`src/rtl/conv_result_writer_pkg.sv`:
```
// Shared constants, write-entry type and address helper
// for the conv result writer.
package conv_result_writer_pkg;

    localparam int BYTE    = 8;
    localparam int ADDR_W  = 16;
    localparam int SAT_MAX = 127;
    localparam int SAT_MIN = -128;

    typedef struct packed {
        logic [ADDR_W-1:0] addr;
        logic [BYTE-1:0]   data;
    } wr_t;

    // Linear (channel, row, col) address, wrapping in 16 bits.
    function automatic logic [ADDR_W-1:0] lin_addr(
        input logic [BYTE-1:0] i,
        input logic [BYTE-1:0] j,
        input logic [BYTE-1:0] k,
        input int              dim
    );
        logic [ADDR_W-1:0] d;
        d = ADDR_W'(dim);
        return ADDR_W'(i) * d * d + ADDR_W'(j) * d + ADDR_W'(k);
    endfunction

endpackage

```
`src/rtl/conv_result_writer_fifo.sv`:
```
// Small synchronous FIFO buffering result writes.
// Head entry is presented combinationally on dout.
module sync_fifo #(
    parameter int WIDTH = 24,
    parameter int DEPTH = 4
) (
    input  logic                   clk,
    input  logic                   reset,
    input  logic                   push,
    input  logic [WIDTH-1:0]       din,
    input  logic                   pop,
    output logic [WIDTH-1:0]       dout,
    output logic                   full,
    output logic                   empty,
    output logic [$clog2(DEPTH):0] count
);

    localparam int AW = $clog2(DEPTH);

    logic [WIDTH-1:0] mem [DEPTH];
    logic [AW-1:0]    wp;
    logic [AW-1:0]    rp;
    logic             do_push;
    logic             do_pop;

    assign empty   = (count == '0);
    assign full    = (count == (AW+1)'(DEPTH));
    assign do_pop  = pop & ~empty;
    // A full FIFO still accepts a push in the same cycle as a pop.
    assign do_push = push & (~full | do_pop);
    assign dout    = mem[rp];

    always_ff @(posedge clk) begin
        if (do_push) begin
            mem[wp] <= din;
        end
    end

    always_ff @(posedge clk) begin
        if (reset) begin
            wp    <= '0;
            rp    <= '0;
            count <= '0;
        end else begin
            if (do_push) begin
                wp <= wp + 1'b1;
            end
            if (do_pop) begin
                rp <= rp + 1'b1;
            end
            count <= count + (AW+1)'(do_push) - (AW+1)'(do_pop);
        end
    end

endmodule

```
`src/rtl/conv_result_writer.sv`:
```
// Accumulates conv window taps, rounds/saturates the result and
// streams 8-bit writes to output feature-map memory through a FIFO.
module conv_result_writer
    import conv_result_writer_pkg::*;
#(
    parameter int CONV_DIM_OUT = 32,
    parameter int CONV_OUT_CH  = 32,
    parameter int ACC_W        = 32,
    parameter int OUT_SHIFT    = 8,
    parameter int BIAS_SHIFT   = 0,
    parameter int RELU         = 1,
    parameter int FIFO_DEPTH   = 4
) (
    input  logic                clk,
    input  logic                reset,
    input  logic                en_sum,
    input  logic [2*BYTE-1:0]   prod,
    input  logic                win_last,
    input  logic [BYTE-1:0]     i,
    input  logic [BYTE-1:0]     j,
    input  logic [BYTE-1:0]     k,
    input  logic [2*BYTE-1:0]   bias,
    output logic                stall,
    output logic                mem_we,
    output logic [ADDR_W-1:0]   mem_addr,
    output logic [BYTE-1:0]     mem_wdata,
    input  logic                mem_ready,
    output logic                done,
    output logic [BYTE-1:0]     sat_cnt
);

    localparam int TOTAL = CONV_OUT_CH * CONV_DIM_OUT * CONV_DIM_OUT;
    localparam int WCW   = $clog2(TOTAL + 1);
    localparam int CW    = $clog2(FIFO_DEPTH) + 1;

    localparam logic signed [ACC_W:0] HALF =
        $signed((ACC_W+1)'(1)) <<< (OUT_SHIFT - 1);
    localparam logic signed [ACC_W:0] HI = (ACC_W+1)'(SAT_MAX);
    localparam logic signed [ACC_W:0] LO = (ACC_W+1)'(SAT_MIN);

    logic signed [ACC_W-1:0] acc;
    logic signed [ACC_W-1:0] prod_x;
    logic signed [ACC_W-1:0] bias_x;
    logic signed [ACC_W-1:0] sum;
    logic                    accept;

    logic                    s1_valid;
    logic signed [ACC_W-1:0] s1_sum;
    logic [ADDR_W-1:0]       s1_addr;
    logic signed [ACC_W:0]   ext_sum;
    logic signed [ACC_W:0]   rnd;
    logic                    over_pos;
    logic                    over_neg;
    logic                    sat;
    logic [BYTE-1:0]         r8;
    wr_t                     s1_wr;

    wr_t                     head;
    logic [$bits(wr_t)-1:0]  fifo_dout;
    logic                    fifo_full;
    logic                    fifo_empty;
    logic [CW-1:0]           fifo_cnt;
    logic [CW:0]             inflight;
    logic                    pop;
    logic [WCW-1:0]          wr_cnt;

    assign prod_x = ACC_W'($signed(prod));
    assign bias_x = ACC_W'($signed(bias)) <<< BIAS_SHIFT;
    assign sum    = acc + (en_sum ? prod_x : '0) + bias_x;
    assign accept = (en_sum | win_last) & ~stall & ~done;

    // Round half up, then arithmetic shift down to output scale.
    assign ext_sum  = {s1_sum[ACC_W-1], s1_sum};
    assign rnd      = (ext_sum + HALF) >>> OUT_SHIFT;
    assign over_pos = rnd > HI;
    assign over_neg = rnd < LO;
    assign sat      = over_pos | (over_neg & (RELU == 0));

    always_comb begin
        r8 = rnd[BYTE-1:0];
        if (over_pos) begin
            r8 = 8'h7f;
        end else if (RELU != 0 && rnd < 0) begin
            r8 = '0;
        end else if (over_neg) begin
            r8 = 8'h80;
        end
    end

    assign s1_wr = '{addr: s1_addr, data: r8};

    sync_fifo #(
        .WIDTH ($bits(wr_t)),
        .DEPTH (FIFO_DEPTH)
    ) u_fifo (
        .clk   (clk),
        .reset (reset),
        .push  (s1_valid),
        .din   (s1_wr),
        .pop   (pop),
        .dout  (fifo_dout),
        .full  (fifo_full),
        .empty (fifo_empty),
        .count (fifo_cnt)
    );

    assign head      = fifo_dout;
    assign mem_we    = ~fifo_empty;
    assign mem_addr  = fifo_empty ? '0 : head.addr;
    assign mem_wdata = fifo_empty ? '0 : head.data;
    assign pop       = mem_we & mem_ready;

    // Reserve one slot for the entry that may be in stage 1.
    assign inflight = {1'b0, fifo_cnt} + (CW+1)'(s1_valid);
    assign stall    = inflight >= (CW+1)'(FIFO_DEPTH - 1);

    always_ff @(posedge clk) begin
        if (reset) begin
            acc      <= '0;
            s1_valid <= 1'b0;
            s1_sum   <= '0;
            s1_addr  <= '0;
        end else begin
            s1_valid <= accept & win_last;
            if (accept && win_last) begin
                s1_sum  <= sum;
                s1_addr <= lin_addr(i, j, k, CONV_DIM_OUT);
                acc     <= '0;
            end else if (accept) begin
                acc <= acc + prod_x;
            end
        end
    end

    always_ff @(posedge clk) begin
        if (reset) begin
            sat_cnt <= '0;
            wr_cnt  <= '0;
            done    <= 1'b0;
        end else begin
            if (s1_valid && sat && sat_cnt != 8'hff) begin
                sat_cnt <= sat_cnt + 1'b1;
            end
            if (pop) begin
                wr_cnt <= wr_cnt + 1'b1;
                if (wr_cnt == WCW'(TOTAL - 1)) begin
                    done <= 1'b1;
                end
            end
        end
    end

    a_no_lost_push: assert property (
        @(posedge clk) disable iff (reset)
        !(s1_valid && fifo_full && !pop)
    );

endmodule

```
`config.mk`:
```
export PLATFORM = sky130hd
export DESIGN_NAME = conv_result_writer
export DESIGN_NICKNAME = d
export VERILOG_FILES = /design/src/rtl/conv_result_writer_pkg.sv /design/src/rtl/conv_result_writer_fifo.sv /design/src/rtl/conv_result_writer.sv
export SDC_FILE = /design/constraint.sdc
export NUM_CORES = 1
export LEC_CHECK = 0
export ABC_CLOCK_PERIOD_IN_PS = 5700
export CAP_MARGIN = 10
export CORE_UTILIZATION = 49
export CTS_CLUSTER_SIZE = 24
export DETAILED_ROUTE_END_ITERATION = 10
export PLACE_DENSITY = 0.68
export SLEW_MARGIN = 25
export SYNTH_ARGS = -nofsm -noshare
export SYNTH_HDL_FRONTEND = slang
export SYNTH_SLANG_ARGS = --single-unit
```
`constraint.sdc`:
```
create_clock -name clk -period 5.7 [get_ports clk]
set_input_delay 1.71 -clock clk [delete_from_list [all_inputs] [get_ports clk]]
set_output_delay 1.71 -clock clk [all_outputs]
set_load 0.005 [all_outputs]
```
==> impl_summary.txt, run 1 <==
----------------------------------------------------
[Layout]
  Most common library cell in the layout ignoring fill and taps ... sky130_fd_sc_hd__nand2_1
  Leading cell types in the layout, fill and taps excluded ... sky130_fd_sc_hd__nand2_1, sky130_fd_sc_hd__dfxtp_1, sky130_fd_sc_hd__a21oi_1, sky130_fd_sc_hd__edfxtp_1, sky130_fd_sc_hd__clkdlybuf4s50_1
  Final std cells w/o fill ... 1638
  Antenna cell count ... 0
  Final Util ... 58.6%
  Nets ... 1472
  Fraction of final layout cells sized beyond drive strength 1 ... 8.22%
  Area added between synthesis and finish ... 17.5%

[Global routing]
  Global-route usage over all layers ... 20.8%
  Antenna violations before repair ... 0
  Global route overflow ... 0
  Vias in the first global route ... 8809
  Largest net degree at the start of global routing ... 40
  Wire length of the first global-routing pass ... 43500 µm

[Synth]
  Count of distinct cell types in the synthesized netlist ... 74
  Share of the synthesized area in the top cell type ... 23.8%
  Most frequently used flop master after synthesis ... sky130_fd_sc_hd__dfxtp_1
  Synthesized instance count ... 1196
  Number of flops mapped to enable cells by yosys ... 96
  Count of state elements after synthesis ... 204
  Warnings from Yosys ... 0
  Average instance area after synthesis ... 10.1 µm²
  Synthesized area ... 12100 µm²
  Post-synth top area cell ... sky130_fd_sc_hd__edfxtp_1
  Synth area leaders ... sky130_fd_sc_hd__edfxtp_1, sky130_fd_sc_hd__dfxtp_1, sky130_fd_sc_hd__ha_1, sky130_fd_sc_hd__fa_1, sky130_fd_sc_hd__mux4_2
  Share of the yosys chip area belonging to registers ... 41.7%
  Share of synthesized flip-flops with an asynchronous set or reset ... 0%

[Job]
  Max-capacitance violation count ... 0

[Die]
  Die ar. ... 25300 µm²
  Number of ports placed on the die boundary ... 96
  Die H ... 159 µm
  Core Rows ... 57
  Effective utilization at floorplan ... 49.9%
  Core area ... 24200 µm²
  Die W ... 159 µm

[Setup path]
  Reg2Reg Setup Slack ... 2.25 ns
  Crit path from ... en_sum
  Largest driver fanout on the critical path ... 6
  Worst endpoint required time ... 6.09 ns
  Element type at the critical path start ... primary input
  Register-to-Register Path Depth ... 13
  Setup CP Type ... in2reg
  Data arrival time of the critical path ... 5.49 ns
  Worst reg2reg path endpoint ... s1_sum[31]
  Launching point of the worst reg2reg path ... acc[11]
  Crit. End Element ... flip-flop

[Clock tree]
  CTS tree ... yes
  Total clock buffers created by CTS ... 22
  Clock net sink count ... 204
  H-tree levels ... 1
  Resized cells post-CTS ... 0
  Post-CTS repair timing setup buffer count ... 0
  Clock root cell ... sky130_fd_sc_hd__clkbuf_16
  Worst-Skew Late Latency ... 0.50 ns
  Clock-pin transition on the worst setup and hold timing paths ... 0.07 ns
  Cts-stage hold buffer count ... 0
  Maximum count of clock buffers along a single path ... 3

[STA]
  Fin crit period ... 5.10 ns
  Final Hold Fails ... 0
  Setup repair after global routing missed its margin ... false
  Achievable Freq ... 196 MHz
  Worst-case headroom to the max-slew limit ... 39.0%
  Transition at the pin with the smallest max-transition slack ... 0.915 ns
  Final setup TNS ... 0 ns
  Final-report max-slew violation count ... 0
  Number of setup violations in the final report ... 0
  Setup Skew ... 0.00925 ns
  Worst hold slack after final layout ... 0.477 ns
  Final period utilization ... 89.4%

[Pwr]
  IR Drop Worst-Case VDD ... 0.210 mV
  Static Leak ... 5.54 nW
  Areal power density over the cells ... 422 nW/µm²
  Power Total ... 0.00600 W

[Drt]
  DRC errors left ... 0
  1st-pass router iterations ... 4
  Vias after detailed routing ... 9018
  First-iteration detailed-routing DRC count ... 458
  Final antenna-violating net count ... 0
  Via density per instance ... 5.51
  Final wirelength ... 25800 µm
  Detailed-route wire length per cell ... 15.8 µm

[Hold path]
  Hold endpoint ... acc[5]
  HP Start ... acc[5]
  Tightest Hold Check Type ... reg2reg
  Cell depth of the worst min-delay path ... 2

[Status]
  Outcome ... finished clean

[Placed design]
  DP Cell Count ... 1598
  Port buffer count ... 93
  Weighted congestion at the end of routability-driven global placement ... 0.910
  Post-DP HPWL ... 18300 µm

----------------------------------------------------
-- power by group --
group	switching, W	total (W)	internal, W
registers	0.000262	0.00208	0.00182
clock network	0.000568	0.00142	0.000848
logic	0.00129	0.00250	0.00121
total	0.00212	0.00600	0.00387
-- critical path, cell delays in order --
cell	delay, ns
sky130_fd_sc_hd__clkdlybuf4s50_1	0.52
sky130_fd_sc_hd__and2_1	0.40
sky130_fd_sc_hd__fa_1	0.49
sky130_fd_sc_hd__ha_1	0.38
sky130_fd_sc_hd__a211oi_1	0.26
sky130_fd_sc_hd__o21ai_0	0.12
sky130_fd_sc_hd__o211ai_1	0.10
sky130_fd_sc_hd__nand4b_1	0.15
sky130_fd_sc_hd__o211ai_1	0.36
sky130_fd_sc_hd__a211oi_1	0.16
sky130_fd_sc_hd__a2111oi_0	0.46
sky130_fd_sc_hd__xnor2_1	0.15
sky130_fd_sc_hd__a22o_1	0.22
-- worst max-delay path by stage --
stage,to,depth (start not counted),slack (ns)
floorplan,s1_sum[29],12,0.64
global placement,s1_sum[31],13,0.12
detailed placement,s1_sum[31],13,0.06
CTS,s1_sum[31],13,0.57
global route,s1_sum[31],13,0.28
finish,s1_sum[31],13,0.60
-- per-stage QoR --
stage               cell area, µm²  setup slack [ns]
floorplan                    12100             0.636
global placement             13500             0.115
detailed placement           13500            0.0561
CTS                          14200             0.573
global route                 14200             0.275
finish                       14200             0.602
-- synth_stat cells (6+ instances only) --
master,number
sky130_fd_sc_hd__a211oi_1,20
sky130_fd_sc_hd__a21o_1,26
sky130_fd_sc_hd__a21oi_1,101
sky130_fd_sc_hd__a22o_1,6
sky130_fd_sc_hd__a31oi_1,9
sky130_fd_sc_hd__and2_1,40
sky130_fd_sc_hd__and3_1,17
sky130_fd_sc_hd__clkbuf_1,38
sky130_fd_sc_hd__dfxtp_1,108
sky130_fd_sc_hd__edfxtp_1,96
sky130_fd_sc_hd__fa_1,33
sky130_fd_sc_hd__ha_1,80
sky130_fd_sc_hd__inv_1,49
sky130_fd_sc_hd__mux4_2,24
sky130_fd_sc_hd__nand2_1,135
sky130_fd_sc_hd__nand2b_1,10
sky130_fd_sc_hd__nand3_1,31
sky130_fd_sc_hd__nand3b_1,7
sky130_fd_sc_hd__nand4_1,14
sky130_fd_sc_hd__nor2_1,78
sky130_fd_sc_hd__nor2b_1,8
sky130_fd_sc_hd__nor3_1,18
sky130_fd_sc_hd__o211ai_1,7
sky130_fd_sc_hd__o21a_1,8
sky130_fd_sc_hd__o21ai_0,45
sky130_fd_sc_hd__or2_2,7
sky130_fd_sc_hd__or3_1,17
sky130_fd_sc_hd__xnor2_1,38
sky130_fd_sc_hd__xor2_1,37
-- cell type report --
cell class / count / area [µm²]
Fill cell: 2097 / 10000
Multi-Input combinational cell: 901 / 6710
Sequential cell: 204 / 5050
Timing Repair Buffer: 120 / 1140
Clock buffer: 32 / 659
Tap cell: 324 / 405
Inverter: 49 / 184
Clock inverter: 8 / 70.1
-- state kept, by name, indices dropped and copies added, names as in the netlist, 2 cells and up, named ones only --
register      cells
u_fifo.count      3
sat_cnt           8
s1_sum           25
u_fifo.wp         2
acc              32
s1_addr          16
wr_cnt           16
u_fifo.mem       96
u_fifo.rp         2
-- per-layer routing --
layer	vias up	wire length (µm)	share of wire [%]	track usage, %
met5	-	0	0	0
li1	4567	-	-	-
met3	35	1040	4.0	2.03
met4	0	515	2.0	6.03
met2	200	12200	47	35.1
met1	4216	12100	47	28.5
-- logic make-up after synthesis --
| logic type | synth area share [%] |
|---|---|
| XOR/XNOR | 5.43 |
| multiplexers | 5.07 |
| flip-flops | 41.7 |
| AND/OR/NAND/NOR | 16.8 |
| other | 0.0310 |
| buffers and inverters | 3.00 |
| AO/OA/AOI/OAI | 14.3 |
| adder cells (fa/ha/maj) | 13.7 |
Power figures use the tool's default switching activity.
==> run 2: changes to the inputs <==
CORE_MARGIN = 1.5   (was not set)
==> run 2 against run 1 <==
Effect of this change: final area about the same; global-route usage fell by 0.40 points; non-clock buffer count is the same; highest routed layer unchanged; first-iteration DRC count is 9.4% higher; sequential share of layout area about the same; fmax is 1.1% higher; critical path depth increased by 1; clock skew rose by 0.0064 ns.
==> impl_summary.txt, run 2 (synthesized netlist as in run 1, its figures left out) <==
----------------------------------------------------
[Status]
  Outcome ... finished clean (unchanged)

[STA]
  Final-report max-slew violation count ... 0 (unchanged)
  Setup Skew ... 0.0157 ns (was 0.00925 ns)
  Number of setup violations in the final report ... 0 (unchanged)
  Setup repair after global routing missed its margin ... false (unchanged)
  Final Hold Fails ... 0 (unchanged)
  Fin crit period ... 5.04 ns (was 5.10 ns)
  Worst-case setup margin in the final layout ... 0.657 ns (was 0.602 ns)
  Worst-case headroom to the max-slew limit ... 38.7% (was 39.0%)
  Final period utilization ... 88.5% (was 89.4%)
  Achievable Freq ... 198 MHz (was 196 MHz)
  Transition at the pin with the smallest max-transition slack ... 0.919 ns (was 0.915 ns)
  Final setup TNS ... 0 ns (unchanged)

[Placed design]
  Post-DP HPWL ... 18500 µm (was 18300 µm)
  Port buffer count ... 93 (unchanged)
  Weighted congestion at the end of routability-driven global placement ... 0.877 (was 0.910)
  Worst Setup Slack post-DPL ... 0.0762 ns (was 0.0561 ns)
  DP Cell Count ... 1598 (unchanged)

[Layout]
  Area added between synthesis and finish ... 17.5% (about the same)
  Fraction of final layout cells sized beyond drive strength 1 ... 8.43% (was 8.22%)
  Antenna cell count ... 0 (unchanged)
  Nets ... 1473 (was 1472)
  Register ranked first by flip-flop count ... u_fifo.mem (unchanged)
  Fillcell total ... 2055 (was 2097)
  Flip-flop count of the largest register after layout ... 96 (unchanged)
  Leading registers by flop count ... u_fifo.mem (96), acc (32), s1_sum (25) (unchanged)
  Leading cell types in the layout, fill and taps excluded ... sky130_fd_sc_hd__nand2_1, sky130_fd_sc_hd__dfxtp_1, sky130_fd_sc_hd__a21oi_1, sky130_fd_sc_hd__edfxtp_1, sky130_fd_sc_hd__clkdlybuf4s50_1 (unchanged)
  Most common library cell in the layout ignoring fill and taps ... sky130_fd_sc_hd__nand2_1 (unchanged)
  Final std cells w/o fill ... 1640 (was 1638)

[Setup path]
  Crit. End Element ... flip-flop (unchanged)
  Data arrival time of the critical path ... 5.45 ns (was 5.49 ns)
  Setup CP Type ... in2reg (unchanged)
  Highest cell delay on the worst timing path ... 0.59 ns (was 0.52 ns)
  Worst endpoint required time ... 6.11 ns (was 6.09 ns)
  Element type at the critical path start ... primary input (unchanged)
  Largest driver fanout on the critical path ... 15 (was 6)
  Slowest-stage cell, CP ... sky130_fd_sc_hd__clkdlybuf4s50_1 (unchanged)
  Ordered cell list for the critical path ... clkdlybuf4s50_1 > buf_12 > and2_1 > fa_1 > ha_1 > a311o_1 > a31oi_1 > or3_1 > a21oi_1 > o211ai_1 > a211oi_1 > a2111oi_0 > xnor2_1 > a22o_1 (was clkdlybuf4s50_1 > and2_1 > fa_1 > ha_1 > a211oi_1 > o21ai_0 > o211ai_1 > nand4b_1 > o211ai_1 > a211oi_1 > a2111oi_0 > xnor2_1 > a22o_1)

[Drt]
  DRC errors left ... 0 (unchanged)
  Via density per instance ... 5.49 (was 5.51)
  Final antenna-violating net count ... 0 (unchanged)
  Detailed-route wire length per cell ... 15.7 µm (was 15.8 µm)
  Final wirelength ... 25700 µm (was 25800 µm)
  First-iteration detailed-routing DRC count ... 501 (was 458)
  1st-pass router iterations ... 4 (unchanged)
  Vias after detailed routing ... 9001 (was 9018)

[Clock tree]
  CTS tree ... yes (unchanged)
  Cts-stage hold buffer count ... 0 (unchanged)
  Maximum count of clock buffers along a single path ... 3 (unchanged)
  Worst-Skew Late Latency ... 0.52 ns (was 0.50 ns)
  Resized cells post-CTS ... 0 (unchanged)
  Clock net sink count ... 204 (unchanged)
  Clock root cell ... sky130_fd_sc_hd__clkbuf_16 (unchanged)
  H-tree levels ... 1 (unchanged)
  Total clock buffers created by CTS ... 23 (was 22)
  Post-CTS repair timing setup buffer count ... 0 (unchanged)
  Clock-pin transition on the worst setup and hold timing paths ... 0.06 ns (was 0.07 ns)

[Pwr]
  Power Total ... 0.00598 W (was 0.00600 W)
  Static Leak ... 5.54 nW (about the same)
  IR Drop Worst-Case VDD ... 0.223 mV (was 0.210 mV)
  Areal power density over the cells ... 421 nW/µm² (was 422 nW/µm²)

[Job]
  Max-capacitance violation count ... 0 (unchanged)

[Global routing]
  Antenna violations before repair ... 0 (unchanged)
  Wire length of the first global-routing pass ... 43200 µm (was 43500 µm)
  Global route overflow ... 0 (unchanged)
  Vias in the first global route ... 8886 (was 8809)
  Global-route usage over all layers ... 20.4% (was 20.8%)
  Largest net degree at the start of global routing ... 52 (was 40)

[Die]
  Number of ports placed on the die boundary ... 96 (unchanged)
  Core Rows ... 57 (unchanged)
  Die W ... 160 µm (was 159 µm)
  Die ar. ... 25700 µm² (was 25300 µm²)
  Effective utilization at floorplan ... 49.9% (unchanged)
  Core area ... 24200 µm² (unchanged)
  Die H ... 160 µm (was 159 µm)

[Hold path]
  Tightest Hold Check Type ... reg2reg (unchanged)

----------------------------------------------------
-- run 2: final timing paths --
kind	from	to	slack, ns	depth (start not counted)
hold / removal	acc[5]	acc[5]	0.48	2
hold reg to reg	acc[5]	acc[5]	0.48	2
setup / recovery	en_sum	s1_sum[31]	0.66	14
setup reg to reg	acc[3]	s1_sum[31]	2.31	13
-- run 2: report_power, final --
part           total (W)  internal [W]  switching [W]
logic            0.00249       0.00121        0.00128
registers        0.00209       0.00182       0.000267
clock network    0.00141      0.000819       0.000590
total            0.00598       0.00385        0.00213
-- run 2: layer usage --
| metal | vias to the layer above | share of wire, % | global-route usage, % |
|---|---|---|---|
| met2 | 184 | 47 | 35.1 |
| li1 | 4557 | - | - |
| met4 | 0 | 1.9 | 4.55 |
| met5 | - | 0 | 0 |
| met1 | 4221 | 47 | 27.5 |
| met3 | 39 | 4.3 | 2.78 |
-- run 2: metrics by stage --
stage / hold WS, ns / util (%) / area [µm²]
2_1_floorplan: 0.449 / - / 12100
3_3_place_gp: 0.461 / 55.6 / 13500
3_5_place_dp: 0.470 / 55.6 / 13500
4_1_cts: 0.478 / 58.6 / 14200
5_1_grt: 0.504 / 58.6 / 14200
6_report: 0.477 / 58.6 / 14200
-- run 2: layout make-up --
type,count,area (µm²),share of cell area [%]
multi-input cells,901,6710,47.2
flip-flops and latches,204,5050,35.5
repair buffers,120,1140,8.03
clock buffers,28,614,4.32
well taps,324,405,2.85
inverters,49,184,1.29
clock inverters,14,114,0.801
-- run 2: worst max-delay path: cells and delay by family --
kind / cells / cell delay [ns]
AOI/OAI and AO/OA: 7 / 1.78
and+or+nand+nor: 2 / 0.33
adders and majority gates: 2 / 0.73
buffers and inverters: 2 / 0.76
xor gates and xnor gates: 1 / 0.14
==> run 3: changes to the inputs <==
ABC_CLOCK_PERIOD_IN_PS = not set   (was 5700)
PLACE_DENSITY = 0.69   (was 0.68)
==> run 3 against run 2 <==
Effect of this change: clock power grew 11%; utilization grew 0.38 points; hold slack gained 0.0066 ns; sequential power is essentially flat; final area grew 0.65%; critical endpoint unchanged; largest cell class unchanged; largest power group unchanged.
==> impl_summary.txt, run 3 (synthesized netlist as in run 1, its figures left out) <==
----------------------------------------------------
[Global routing]
  Wire length of the first global-routing pass ... 43500 µm (was 43200 µm)
  Antenna violations before repair ... 0 (unchanged)
  Global route overflow ... 0 (unchanged)
  Global-route usage over all layers ... 20.6% (was 20.4%)
  Vias in the first global route ... 8935 (was 8886)
  Largest net degree at the start of global routing ... 84 (was 52)

[Die]
  Die W ... 160 µm (unchanged)
  Effective utilization at floorplan ... 49.9% (unchanged)
  Core Rows ... 57 (unchanged)
  Die H ... 160 µm (unchanged)
  Die ar. ... 25700 µm² (unchanged)
  Core area ... 24200 µm² (unchanged)
  Number of ports placed on the die boundary ... 96 (unchanged)

[STA]
  Final period utilization ... 89.7% (was 88.5%)
  Fin crit period ... 5.11 ns (was 5.04 ns)
  Achievable Freq ... 196 MHz (was 198 MHz)
  Transition at the pin with the smallest max-transition slack ... 0.891 ns (was 0.919 ns)
  Setup repair after global routing missed its margin ... false (unchanged)
  Number of setup violations in the final report ... 0 (unchanged)
  Worst-case headroom to the max-slew limit ... 40.6% (was 38.7%)
  Setup Skew ... 0.00962 ns (was 0.0157 ns)
  Final-report max-slew violation count ... 0 (unchanged)
  Final setup TNS ... 0 ns (unchanged)
  Final Hold Fails ... 0 (unchanged)

[Placed design]
  Weighted congestion at the end of routability-driven global placement ... 0.880 (was 0.877)
  Post-DP HPWL ... 18700 µm (was 18500 µm)
  Port buffer count ... 93 (unchanged)

[Clock tree]
  Worst-Skew Late Latency ... 0.51 ns (was 0.52 ns)
  Clock net sink count ... 204 (unchanged)
  Clock root cell ... sky130_fd_sc_hd__clkbuf_16 (unchanged)
  CTS tree ... yes (unchanged)
  Clock-pin transition on the worst setup and hold timing paths ... 0.06 ns (about the same)
  Resized cells post-CTS ... 0 (unchanged)
  Total clock buffers created by CTS ... 23 (unchanged)
  Maximum count of clock buffers along a single path ... 3 (unchanged)
  Cts-stage hold buffer count ... 0 (unchanged)
  H-tree levels ... 1 (unchanged)
  Post-CTS repair timing setup buffer count ... 0 (unchanged)

[Hold path]
  Cell depth of the worst min-delay path ... 2 (unchanged)
  Tightest Hold Check Type ... reg2reg (unchanged)

[Job]
  Max-capacitance violation count ... 0 (unchanged)

[Drt]
  Final wirelength ... 26000 µm (was 25700 µm)
  Detailed-route wire length per cell ... 15.8 µm (was 15.7 µm)
  Via density per instance ... 5.45 (was 5.49)
  1st-pass router iterations ... 4 (unchanged)
  First-iteration detailed-routing DRC count ... 378 (was 501)
  DRC errors left ... 0 (unchanged)
  Final antenna-violating net count ... 0 (unchanged)
  Vias after detailed routing ... 8942 (was 9001)

[Pwr]
  Static Leak ... 5.58 nW (was 5.54 nW)
  Areal power density over the cells ... 430 nW/µm² (was 421 nW/µm²)
  Power Total ... 0.00615 W (was 0.00598 W)
  IR Drop Worst-Case VDD ... 0.220 mV (was 0.223 mV)

[Setup path]
  Reg2Reg Setup Slack ... 2.22 ns (was 2.31 ns)
  Slowest-stage cell, CP ... sky130_fd_sc_hd__clkdlybuf4s50_1 (unchanged)
  Crit. End Element ... flip-flop (unchanged)
  Highest cell delay on the worst timing path ... 0.58 ns (was 0.59 ns)
  Largest driver fanout on the critical path ... 15 (unchanged)
  Element type at the critical path start ... primary input (unchanged)
  Worst endpoint required time ... 6.10 ns (was 6.11 ns)
  Setup CP Type ... in2reg (unchanged)
  Register-to-Register Path Depth ... 13 (unchanged)
  Data arrival time of the critical path ... 5.51 ns (was 5.45 ns)
  Ordered cell list for the critical path ... clkdlybuf4s50_1 > buf_12 > and2_1 > fa_1 > ha_1 > a311o_1 > a31oi_1 > or3_1 > a21oi_1 > o211ai_1 > a211oi_1 > a2111oi_0 > xnor2_1 > a22o_1 (unchanged)

[Layout]
  Register ranked first by flip-flop count ... u_fifo.mem (unchanged)
  Leading cell types in the layout, fill and taps excluded ... sky130_fd_sc_hd__nand2_1, sky130_fd_sc_hd__dfxtp_1, sky130_fd_sc_hd__a21oi_1, sky130_fd_sc_hd__edfxtp_1, sky130_fd_sc_hd__clkdlybuf4s50_1 (unchanged)
  Area of the multi-input gates ... 6710 µm² (about the same)
  Flip-flop count of the largest register after layout ... 96 (unchanged)
  Most common library cell in the layout ignoring fill and taps ... sky130_fd_sc_hd__nand2_1 (unchanged)
  Leading registers by flop count ... u_fifo.mem (96), acc (32), s1_sum (25) (unchanged)
  Fillcell total ... 2061 (was 2055)
  Storage element area ... 5050 µm² (unchanged)
  Fraction of final layout cells sized beyond drive strength 1 ... 8.50% (was 8.43%)
  Nets ... 1474 (was 1473)
  Antenna cell count ... 0 (unchanged)
  Area added between synthesis and finish ... 18.2% (was 17.5%)

[Status]
  Outcome ... finished clean (unchanged)

----------------------------------------------------
==> run 3: cell types whose count changed in the layout (fill, tap and decap cells not counted) <==
| cell | delta |
|---|---|
| sky130_fd_sc_hd__nor2_1 | +1 |
| sky130_fd_sc_hd__clkinv_4 | +1 |
| sky130_fd_sc_hd__nor2_2 | -1 |
| sky130_fd_sc_hd__clkinv_1 | -1 |
| sky130_fd_sc_hd__clkinvlp_4 | +2 |
| sky130_fd_sc_hd__clkinvlp_2 | -1 |
| sky130_fd_sc_hd__bufinv_16 | +3 |
| sky130_fd_sc_hd__clkinv_2 | -5 |
| sky130_fd_sc_hd__buf_4 | +1 |
| sky130_fd_sc_hd__inv_16 | -1 |
| sky130_fd_sc_hd__clkbuf_8 | +2 |
==> run 3: critical path: cells and delay by family <==
family	cells	cell delay, ns
AND/OR/NAND/NOR	2	0.31
buffers and inverters	2	0.74
XOR/XNOR	1	0.14
adder cells (fa/ha/maj)	2	0.73
AO/OA/AOI/OAI	7	1.87
==> run 3: path summary, 6_finish.rpt <==
path | end | start
hold / removal | wr_cnt[13] | wr_cnt[13]
setup reg to reg | s1_sum[31] | acc[11]
hold reg to reg | wr_cnt[13] | wr_cnt[13]
setup / recovery | s1_sum[31] | en_sum
==> run 3: power by group <==
| part | switching, W | internal (W) |
|---|---|---|
| logic | 0.00128 | 0.00121 |
| registers | 0.000261 | 0.00182 |
| clock network | 0.000596 | 0.000977 |
==> run 3: area by class of cell <==
type / instances / share of cell area, %
clock inverters: 12 / 1.22
well taps: 324 / 2.83
inverters: 49 / 1.29
repair buffers: 121 / 8.03
multi-input cells: 901 / 46.9
clock buffers: 30 / 4.49
flip-flops and latches: 204 / 35.3
==> run 3: stage by stage <==
stage	cells	setup WS (ns)	cell area [µm²]	utilization [%]	hold WS, ns
6_report	1641	0.589	14300	59.0	0.484
5_1_grt	1641	0.338	14300	59.0	0.520
4_1_cts	1641	0.572	14300	59.0	0.484
3_5_place_dp	1599	0.0479	13500	55.7	0.475
3_3_place_gp	1599	0.143	13500	55.7	0.463
2_1_floorplan	1199	0.636	12100	-	0.449
==> run 3: routing by layer <==
layer  up-vias  wire length (µm)  track usage, %
li1       4555                 -               -
met1      4198             12200            27.2
met2       151             12300            36.3
met3        38               929            2.08
met4         0               482            4.80
met5         -                 0               0
